--- src/rtl/uart_tx.sv ---
// uart_tx: 8N1 UART transmitter, LSB first, idle-high line, with a
// one-byte holding register so a byte arriving mid-frame is not lost.
// Ports:
//   clk        system clock
//   rst_n      synchronous reset, active-low
//   data_valid one-cycle strobe, data is a byte to send
//   data       byte to transmit
//   uart_txd   serial line, 1 = idle/mark
//   tx_busy    frame in flight or holding register full
//   tx_done    one-cycle pulse in the last cycle of each stop bit
//   overrun    one-cycle pulse when an incoming byte is dropped
module uart_tx #(
    parameter int CLKS_PER_BIT = 217
) (
    input  logic       clk,
    input  logic       rst_n,
    input  logic       data_valid,
    input  logic [7:0] data,
    output logic       uart_txd,
    output logic       tx_busy,
    output logic       tx_done,
    output logic       overrun
);

    localparam int BW = (CLKS_PER_BIT > 1) ? $clog2(CLKS_PER_BIT) : 1;
    localparam logic [BW-1:0] BAUD_MAX = BW'(CLKS_PER_BIT - 1);

    typedef enum logic [1:0] {
        IDLE,
        START,
        DATA,
        STOP
    } state_t;

    state_t        state_q, state_d;
    logic [BW-1:0] baud_q, baud_d;
    logic [2:0]    idx_q, idx_d;
    logic [7:0]    shift_q, shift_d;
    logic [7:0]    hold_q, hold_d;
    logic          hold_full_q, hold_full_d;
    logic          txd_q, txd_d;
    logic          busy_q, busy_d;
    logic          done_q, done_d;
    logic          ovr_q, ovr_d;

    logic baud_last;
    logic stop_last;
    logic direct_load;

    assign baud_last = (baud_q == BAUD_MAX);
    assign stop_last = (state_q == STOP) && baud_last;
    // A byte arriving in the final stop cycle with hold empty goes straight
    // into the shifter so it never lands in hold while the FSM idles.
    assign direct_load = stop_last && !hold_full_q && data_valid;

    always_comb begin
        state_d     = state_q;
        baud_d      = baud_q + BW'(1);
        idx_d       = idx_q;
        shift_d     = shift_q;
        hold_d      = hold_q;
        hold_full_d = hold_full_q;
        ovr_d       = 1'b0;

        unique case (state_q)
            IDLE: begin
                baud_d = '0;
                if (data_valid) begin
                    shift_d = data;
                    state_d = START;
                end
            end
            START: begin
                if (baud_last) begin
                    baud_d  = '0;
                    idx_d   = 3'd0;
                    state_d = DATA;
                end
            end
            DATA: begin
                if (baud_last) begin
                    baud_d = '0;
                    if (idx_q == 3'd7) begin
                        state_d = STOP;
                    end else begin
                        idx_d = idx_q + 3'd1;
                    end
                end
            end
            STOP: begin
                if (baud_last) begin
                    baud_d = '0;
                    if (hold_full_q) begin
                        shift_d     = hold_q;
                        hold_full_d = 1'b0;
                        state_d     = START;
                    end else if (data_valid) begin
                        shift_d = data;
                        state_d = START;
                    end else begin
                        state_d = IDLE;
                    end
                end
            end
            default: begin
                state_d = IDLE;
                baud_d  = '0;
            end
        endcase

        // Hold capture; in the final stop cycle the hold slot is vacated
        // the same cycle, so a full hold can still accept the new byte.
        if (data_valid && (state_q != IDLE) && !direct_load) begin
            if (!hold_full_q || stop_last) begin
                hold_d      = data;
                hold_full_d = 1'b1;
            end else begin
                ovr_d = 1'b1;
            end
        end

        unique case (state_d)
            IDLE:    txd_d = 1'b1;
            START:   txd_d = 1'b0;
            DATA:    txd_d = shift_d[idx_d];
            STOP:    txd_d = 1'b1;
            default: txd_d = 1'b1;
        endcase

        busy_d = (state_d != IDLE) || hold_full_d;
        done_d = (state_d == STOP) && (baud_d == BAUD_MAX);
    end

    always_ff @(posedge clk) begin
        if (!rst_n) begin
            state_q     <= IDLE;
            baud_q      <= '0;
            idx_q       <= 3'd0;
            shift_q     <= 8'd0;
            hold_q      <= 8'd0;
            hold_full_q <= 1'b0;
            txd_q       <= 1'b1;
            busy_q      <= 1'b0;
            done_q      <= 1'b0;
            ovr_q       <= 1'b0;
        end else begin
            state_q     <= state_d;
            baud_q      <= baud_d;
            idx_q       <= idx_d;
            shift_q     <= shift_d;
            hold_q      <= hold_d;
            hold_full_q <= hold_full_d;
            txd_q       <= txd_d;
            busy_q      <= busy_d;
            done_q      <= done_d;
            ovr_q       <= ovr_d;
        end
    end

    assign uart_txd = txd_q;
    assign tx_busy  = busy_q;
    assign tx_done  = done_q;
    assign overrun  = ovr_q;

endmodule

--- config.mk ---
export PLATFORM = sky130hd
export DESIGN_NAME = uart_tx
export DESIGN_NICKNAME = d
export VERILOG_FILES = /design/src/rtl/uart_tx.sv
export SDC_FILE = /design/constraint.sdc
export NUM_CORES = 1
export LEC_CHECK = 0
export ABC_CLOCK_PERIOD_IN_PS = 6700
export CORE_ASPECT_RATIO = 1.1
export CORE_UTILIZATION = 41
export CTS_CLUSTER_DIAMETER = 80
export DETAILED_ROUTE_END_ITERATION = 10
export SYNTH_ARGS = -nofsm -noshare
export SYNTH_HDL_FRONTEND = slang
export SYNTH_SLANG_ARGS = --single-unit
--- constraint.sdc ---
create_clock -name clk -period 6.7 [get_ports clk]
set_input_delay 1.34 -clock clk [delete_from_list [all_inputs] [get_ports clk]]
set_output_delay 1.34 -clock clk [all_outputs]
set_load 0.02 [all_outputs]
==> metrics.txt, run 1 <==
number of flops mapped to enable cells by yosys 0; Slew Viols, Final 0; Netlist cell types 48; period utilization between 40% and 50%; Die X 68.02 um; pre-CTS WS 3.161 ns; post-detail-place hpwl 2.886 mm; worst reg2reg path startpoint state_q[0]; via count 1563; root buf cell clkbuf_8; HP Start baud_q[0]; ys async rst share 0%; Starting DRT DRC Count 68; synth warn 0; status finished, final reports clean; Final Power 0.0007141 W; CP Launch Type primary input; Max FO, Critical Path 14; FF+latch area 680.7 um2; Final Hold Fails 0; critical path class primary input to flip-flop; worst hold-check path type flip-flop to flip-flop; fraction of the yosys area taken by sequential cells 34.63%; IO Pins 15; vias in the first global route 1474; Synth Net Count 240; achievable frequency a little over 300 MHz; crit path DAT 3.40 ns; largest net degree at the start of global routing 26; slew margin rel. 47.05%; PwrDens between 300 and 400 nW/um2; Crit. End Element flip-flop; Mapped Area 1966 um2; Layout area overhead 13.56%; Worst-Skew Late Latency 0.30 ns; Routed Antenna Nets 0; Worst VDD drop 130.9 uV; total gr overflow 0; wire per inst 13.68 um; Setup WS post-layout 3.484 ns; Cells after Synth 221; H-tree depth 2; Design Area, Final 2232 um2; Crit. Startpoint data_valid; max_cap viols 0; Pre-antenna DRT Iters 4; Core ar. about 4600 um2; minimum clock period 3.216 ns; Fin Clk Skew 0.008792 ns; clk buf depth 2; Initial Util 42.55%; final net count 253; Clock Sinks 34; Vias/cell 5.371; gpl congestion about 0.83; multi-input logic area 1194 um2; hold buffer count at CTS 0; die footprint roughly 5100 um2; RSZ-0062 raised after global routing false; Worst-Margin Slew about 0.79 ns; Site Rows 26; Post-CTS Resized 0; CTS clk-pin slew, worst paths approximately 0.07 ns; first-pass GRT wire length roughly 6.8 mm; GRT Total Usage 18.13%; initial antenna violation count 0; placed cell areas 2141 um2; synthesized flop and latch total 34; Avg Inst Size Synth 8.894 um2; count of final setup violators 0; Setup TNS 0 ns; CTS buffer count 5; # DRC 0; P_leak 0.9075 nW; TritonCTS clock tree built; fillers 479; port bufs 14; diode count 0; Post-CTS Setup Bufs 0; Post-Route WL 3.982 mm; Main synth FF type dfxtp_1; fraction of layout instances using a drive strength above 1 6.383%; die height 74.62 um; Critical Path RT 6.88 ns
## path summary, 6_finish.rpt
kind | endpoint | slack (ns) | cells after the start
max | uart_txd | 3.48 | 6
min | baud_q[0] | 0.51 | 1
max reg2reg | uart_txd | 4.00 | 7
min reg2reg | baud_q[0] | 0.51 | 1
## worst max-delay path, stage by stage
cell and delay, ns:
clkdlybuf4s50_1 0.83, o221ai_2 0.21, a221o_1 0.40, mux2i_1 0.14
nor3b_1 0.07, o41a_1 0.42
## synth_stat cells (2+ instances only)
| cell | number | area share [%] |
|---|---|---|
| dfxtp_1 | 34 | 35 |
| nor2_1 | 16 | 3.1 |
| nor2b_1 | 16 | 5.1 |
| inv_1 | 15 | 2.9 |
| mux2i_1 | 15 | 7.6 |
| nand2_1 | 15 | 2.9 |
| and2_1 | 13 | 4.1 |
| ha_1 | 8 | 5.1 |
| o21ai_0 | 8 | 2.0 |
| a21oi_1 | 6 | 1.5 |
| nand3_1 | 6 | 1.5 |
| xor2_1 | 6 | 2.7 |
| and3_1 | 4 | 1.3 |
| buf_2 | 4 | 1.0 |
| clkbuf_1 | 4 | 0.76 |
| nand3b_1 | 4 | 1.5 |
| a22oi_1 | 3 | 1.1 |
| o221ai_1 | 3 | 1.3 |
| or3_1 | 3 | 0.95 |
| a211oi_2 | 2 | 1.3 |
| a221o_1 | 2 | 1.0 |
| and4_1 | 2 | 0.89 |
| nor3_1 | 2 | 0.51 |
| nor3b_1 | 2 | 0.76 |
| o211ai_1 | 2 | 0.76 |
| o21ai_1 | 2 | 0.51 |
| o22ai_1 | 2 | 0.64 |
| xnor2_1 | 2 | 0.89 |
## per-stage QoR
step	util, %	cells	hold slack (ns)
3_3_place_gp	46.34	283	0.4853
5_1_grt	48.32	291	0.5338
6_report	48.32	291	0.5068
3_5_place_dp	46.34	283	0.4970
4_1_cts	48.32	291	0.5171
2_1_floorplan	-	221	0.4487
## per-layer routing
layer | global-route usage (%) | up-vias | part of all wire, %
li1 | - | 805 | -
met1 | 23.61 | 721 | 49
met2 | 27.78 | 27 | 45
met5 | 0 | - | 0
met4 | 10.19 | 0 | 2.9
met3 | 3.636 | 10 | 2.8
## cells by family after synthesis
kind of cell             after synthesis  share of synthesized area (%)
AO/OA/AOI/OAI                         42                          16.49
XOR/XNOR                               8                          3.565
adder cells (fa/ha/maj)                9                          5.602
buffers and inverters                 23                          4.646
flip-flops                            34                          34.63
multiplexers                          15                          7.638
AND/OR/NAND/NOR                       90                          27.44
## power breakdown
group / internal, W / switching [W]
Combinational: 0.000121 / 0.000171
Sequential: 0.000237 / 0.0000252
Clock: 0.0000829 / 0.0000770
Total: 0.000441 / 0.000273
## layout by cell type (no fill, tap or decap), types with 2 or more instances in the layout
| cell type | Yosys | final |
|---|---|---|
| a211oi_2 | 2 | 2 |
| a21oi_1 | 6 | 6 |
| a221o_1 | 2 | 2 |
| a22oi_1 | 3 | 3 |
| and2_1 | 13 | 13 |
| and3_1 | 4 | 4 |
| and4_1 | 2 | 2 |
| clkbuf_8 | 0 | 6 |
| clkdlybuf4s50_1 | 0 | 14 |
| dfxtp_1 | 34 | 34 |
| ha_1 | 8 | 8 |
| inv_1 | 15 | 15 |
| mux2i_1 | 15 | 15 |
| nand2_1 | 15 | 15 |
| nand3_1 | 6 | 6 |
| nand3b_1 | 4 | 4 |
| nor2_1 | 16 | 16 |
| nor2b_1 | 16 | 16 |
| nor3_1 | 2 | 2 |
| nor3b_1 | 2 | 2 |
| o211ai_1 | 2 | 2 |
| o21ai_0 | 8 | 8 |
| o21ai_1 | 2 | 2 |
| o221ai_1 | 3 | 3 |
| o22ai_1 | 2 | 2 |
| or3_1 | 3 | 3 |
| xnor2_1 | 2 | 2 |
| xor2_1 | 6 | 6 |
## area by class of cell
class | instances | area share, %
multi-input cells | 164 | 53.48
repair buffers | 14 | 6.278
inverters | 15 | 2.522
clock inverters | 1 | 0.2242
clock buffers | 7 | 3.868
flip-flops and latches | 34 | 30.49
well taps | 56 | 3.139
## sequential cells by signal, summed over array words and instances (netlist names)
register and flops:
tx_busy 1, uart_txd 1, idx_q 3, hold_q 8, hold_full_q 1, tx_done 1
overrun 1, state_q 2, baud_q 8, shift_q 8
(Power assumes the default switching activity.)
==> inputs of run 2 (changes only) <==
--- a/config.mk
+++ b/config.mk
@@ -5,7 +5,7 @@
 export SDC_FILE = /design/constraint.sdc
 export NUM_CORES = 1
 export LEC_CHECK = 0
-export ABC_CLOCK_PERIOD_IN_PS = 6700
+export ABC_CLOCK_PERIOD_IN_PS = 3100
 export CORE_ASPECT_RATIO = 1.1
 export CORE_UTILIZATION = 41
 export CTS_CLUSTER_DIAMETER = 80
==> constraint.sdc (replaced) <==
create_clock -name clk -period 3.1 [get_ports clk]
set_input_delay 0.62 -clock clk [delete_from_list [all_inputs] [get_ports clk]]
set_output_delay 0.62 -clock clk [all_outputs]
set_load 0.02 [all_outputs]
==> metrics.txt, run 2 (same netlist as run 1, synthesis figures left out) <==
CTS clk-pin slew, worst paths 0.07 ns (about the same); achievable frequency a little under 400 MHz; IO Pins 15 (unchanged); r2r worst-path depth 10 (+3); Post-CTS Setup Bufs 0 (unchanged); slew margin rel. 65.87% (+19 points); P_leak 0.9420 nW (+3.8%); Int Pwr 0.001025 W (+130%); Layout area overhead 16.42%; Switching Share 37.02% (-1.2 points); largest net degree at the start of global routing 25 (-3.8%); non-filler instance count after layout 296 (+1.7%); Slew Viols, Final 0 (unchanged); most common cell after layout, fill and taps aside dfxtp_1; crit path DAT 2.71 ns (-0.69 ns); clock power share 24.0% (+1.6 points); RSZ-0062 raised after global routing false; first-pass GRT wire length 6.851 mm (+0.50%); Post-Route WL 4.128 mm (+3.7%); Critical R2R Capture uart_txd; Comb power frac 41.2% (+0.4 points); GRT Total Usage 18.14% (about the same); Critical Path Max Stage Delay 0.44 ns (-0.39 ns); Vias/cell 5.490 (+2.2%); Initial Util 42.55% (unchanged); Fin Clk Skew 0.005281 ns (-0.003511 ns); critical path class flip-flop to flip-flop; crit path buf inv count 2 (+1); Final Hold Fails 0 (unchanged); worst reg2reg path startpoint state_q[1]; wire per inst 13.95 um (+1.9%); H-tree depth 2 (unchanged); # DRC 0 (unchanged); worst hold-check path type flip-flop to flip-flop; status finished, final reports clean; period utilization about 82%; Clock Sinks 34 (unchanged); Critical Path RT 3.28 ns (-3.60 ns); Worst VDD drop 303.8 uV (+130%); CP Launch Type flip-flop; Pre-antenna DRT Iters 4 (unchanged); initial antenna violation count 0 (unchanged); die height 74.62 um (unchanged); via count 1625 (+4.0%); root buf cell clkbuf_8; hold buffer count at CTS 0 (unchanged); TritonCTS clock tree built; switching pwr 0.0006024 W (+120%); Final Power 0.001627 W (+130%); clk buf depth 2 (unchanged); post-detail-place hpwl 3.015 mm (+4.5%); Setup TNS 0 ns (unchanged); Worst-Margin Slew 0.5120 ns (-0.2797 ns); max_cap viols 0 (unchanged); placed insts 288 (+1.8%); Max FO, Critical Path 9 (-5); Top Family by Delay on Critical Path compound AO/OA/AOI/OAI gates; minimum clock period ~2.5 ns; Crit. Startpoint state_q[1]; total gr overflow 0 (unchanged); flop-to-flop setup slack 0.57 ns (-3.43 ns); most frequent cells in the layout dfxtp_1 (34), nor2b_1 (16), nor2_1 (16); Worst-Skew Late Latency 0.29 ns (about the same); fraction of layout instances using a drive strength above 1 8.750% (+2.4 points); port bufs 14 (unchanged); biggest regs baud_q x8, hold_q x8, shift_q x8; Slowest cell on crit path ha_1; Die X 68.02 um (unchanged); count of final setup violators 0 (unchanged); gpl congestion 0.8563 (+3.0%); die footprint 5076 um2 (unchanged); Core ar. 4619 um2 (unchanged); CP Cell Sequence inv_1 -> ha_1 -> nand3b_1 -> nor3_1 -> buf_4 -> and2_1 -> a221o_1 -> mux2i_1 -> nor3b_1 -> o41a_1; hold_ws 0.4978 ns (-0.008983 ns); Starting DRT DRC Count 87 (+28%); CTS buffer count 5 (unchanged); Critical Path End uart_txd; Routed Antenna Nets 0 (unchanged); PwrDens 711.0 nW/um2 (+120%); diode count 0 (unchanged); final core utilization 49.54% (+1.2 points); Flop pwr share 34.8% (-2.0 points); Post-CTS Resized 0 (unchanged); Crit. End Element flip-flop; Site Rows 26 (unchanged); vias in the first global route 1473 (-0.068%); Worst path depth 10 (+4); final net count 258 (+2.0%)
-- run 2: changes by cell type in the layout (fill, tap and decap cells not counted) --
cell and delta:
clkbuf_8 +2, buf_4 +5, clkbuf_1 -1, clkinv_2 -1
-- run 2: how the worst min path moves through the flow --
stage / slack (ns) / endpoint / cells after the start / start
after floorplan: 0.45 / baud_q[0] / 1 / baud_q[0]
after global placement: 0.48 / baud_q[0] / 1 / baud_q[0]
after detailed placement: 0.49 / baud_q[0] / 1 / baud_q[0]
after CTS: 0.51 / baud_q[0] / 1 / baud_q[0]
after global routing: 0.54 / baud_q[0] / 1 / baud_q[0]
final: 0.50 / baud_q[0] / 1 / baud_q[0]
-- run 2: power by group through the flow --
stage	clock (W)	sequential (W)	combinational (W)
6_report	0.000391	0.000566	0.000671
5_1_grt	0.000417	0.000577	0.000743
4_1_cts	0.000404	0.000565	0.000668
3_5_place_dp	0	0.000573	0.000665
3_3_place_gp	0	0.000576	0.000667
2_1_floorplan	0	0.000571	0.000476
-- run 2: layout make-up --
type	instances	area [um2]
clock buffer	8	110.1
inverter	15	56.30
sequential	34	680.7
tap	56	70.07
fill	464	2331
multi-input combinational	164	1194
timing repair buffer	19	177.7
-- run 2: stage by stage --
step,setup slack [ns],cell area (um2)
2_1_floorplan,0.9211,1966
3_3_place_gp,0.5645,2178
3_5_place_dp,0.5454,2178
4_1_cts,0.5891,2288
5_1_grt,0.4530,2288
6_report,0.5683,2288
-- run 2: per-layer routing --
layer / vias to the layer above / wire, um / track usage [%]
li1: 815 / - / -
met1: 770 / 1914 / 22.35
met2: 32 / 1930 / 29.96
met3: 8 / 204 / 3.788
met4: 0 / 78 / 8.565
met5: - / 0 / 0
-- run 2: worst reg2reg max path: stages, from the launching register on --
cell	delay, ns
dfxtp_1	0.40
inv_1	0.11
ha_1	0.44
nand3b_1	0.18
nor3_1	0.07
buf_4	0.15
and2_1	0.15
a221o_1	0.28
mux2i_1	0.14
nor3b_1	0.07
o41a_1	0.43
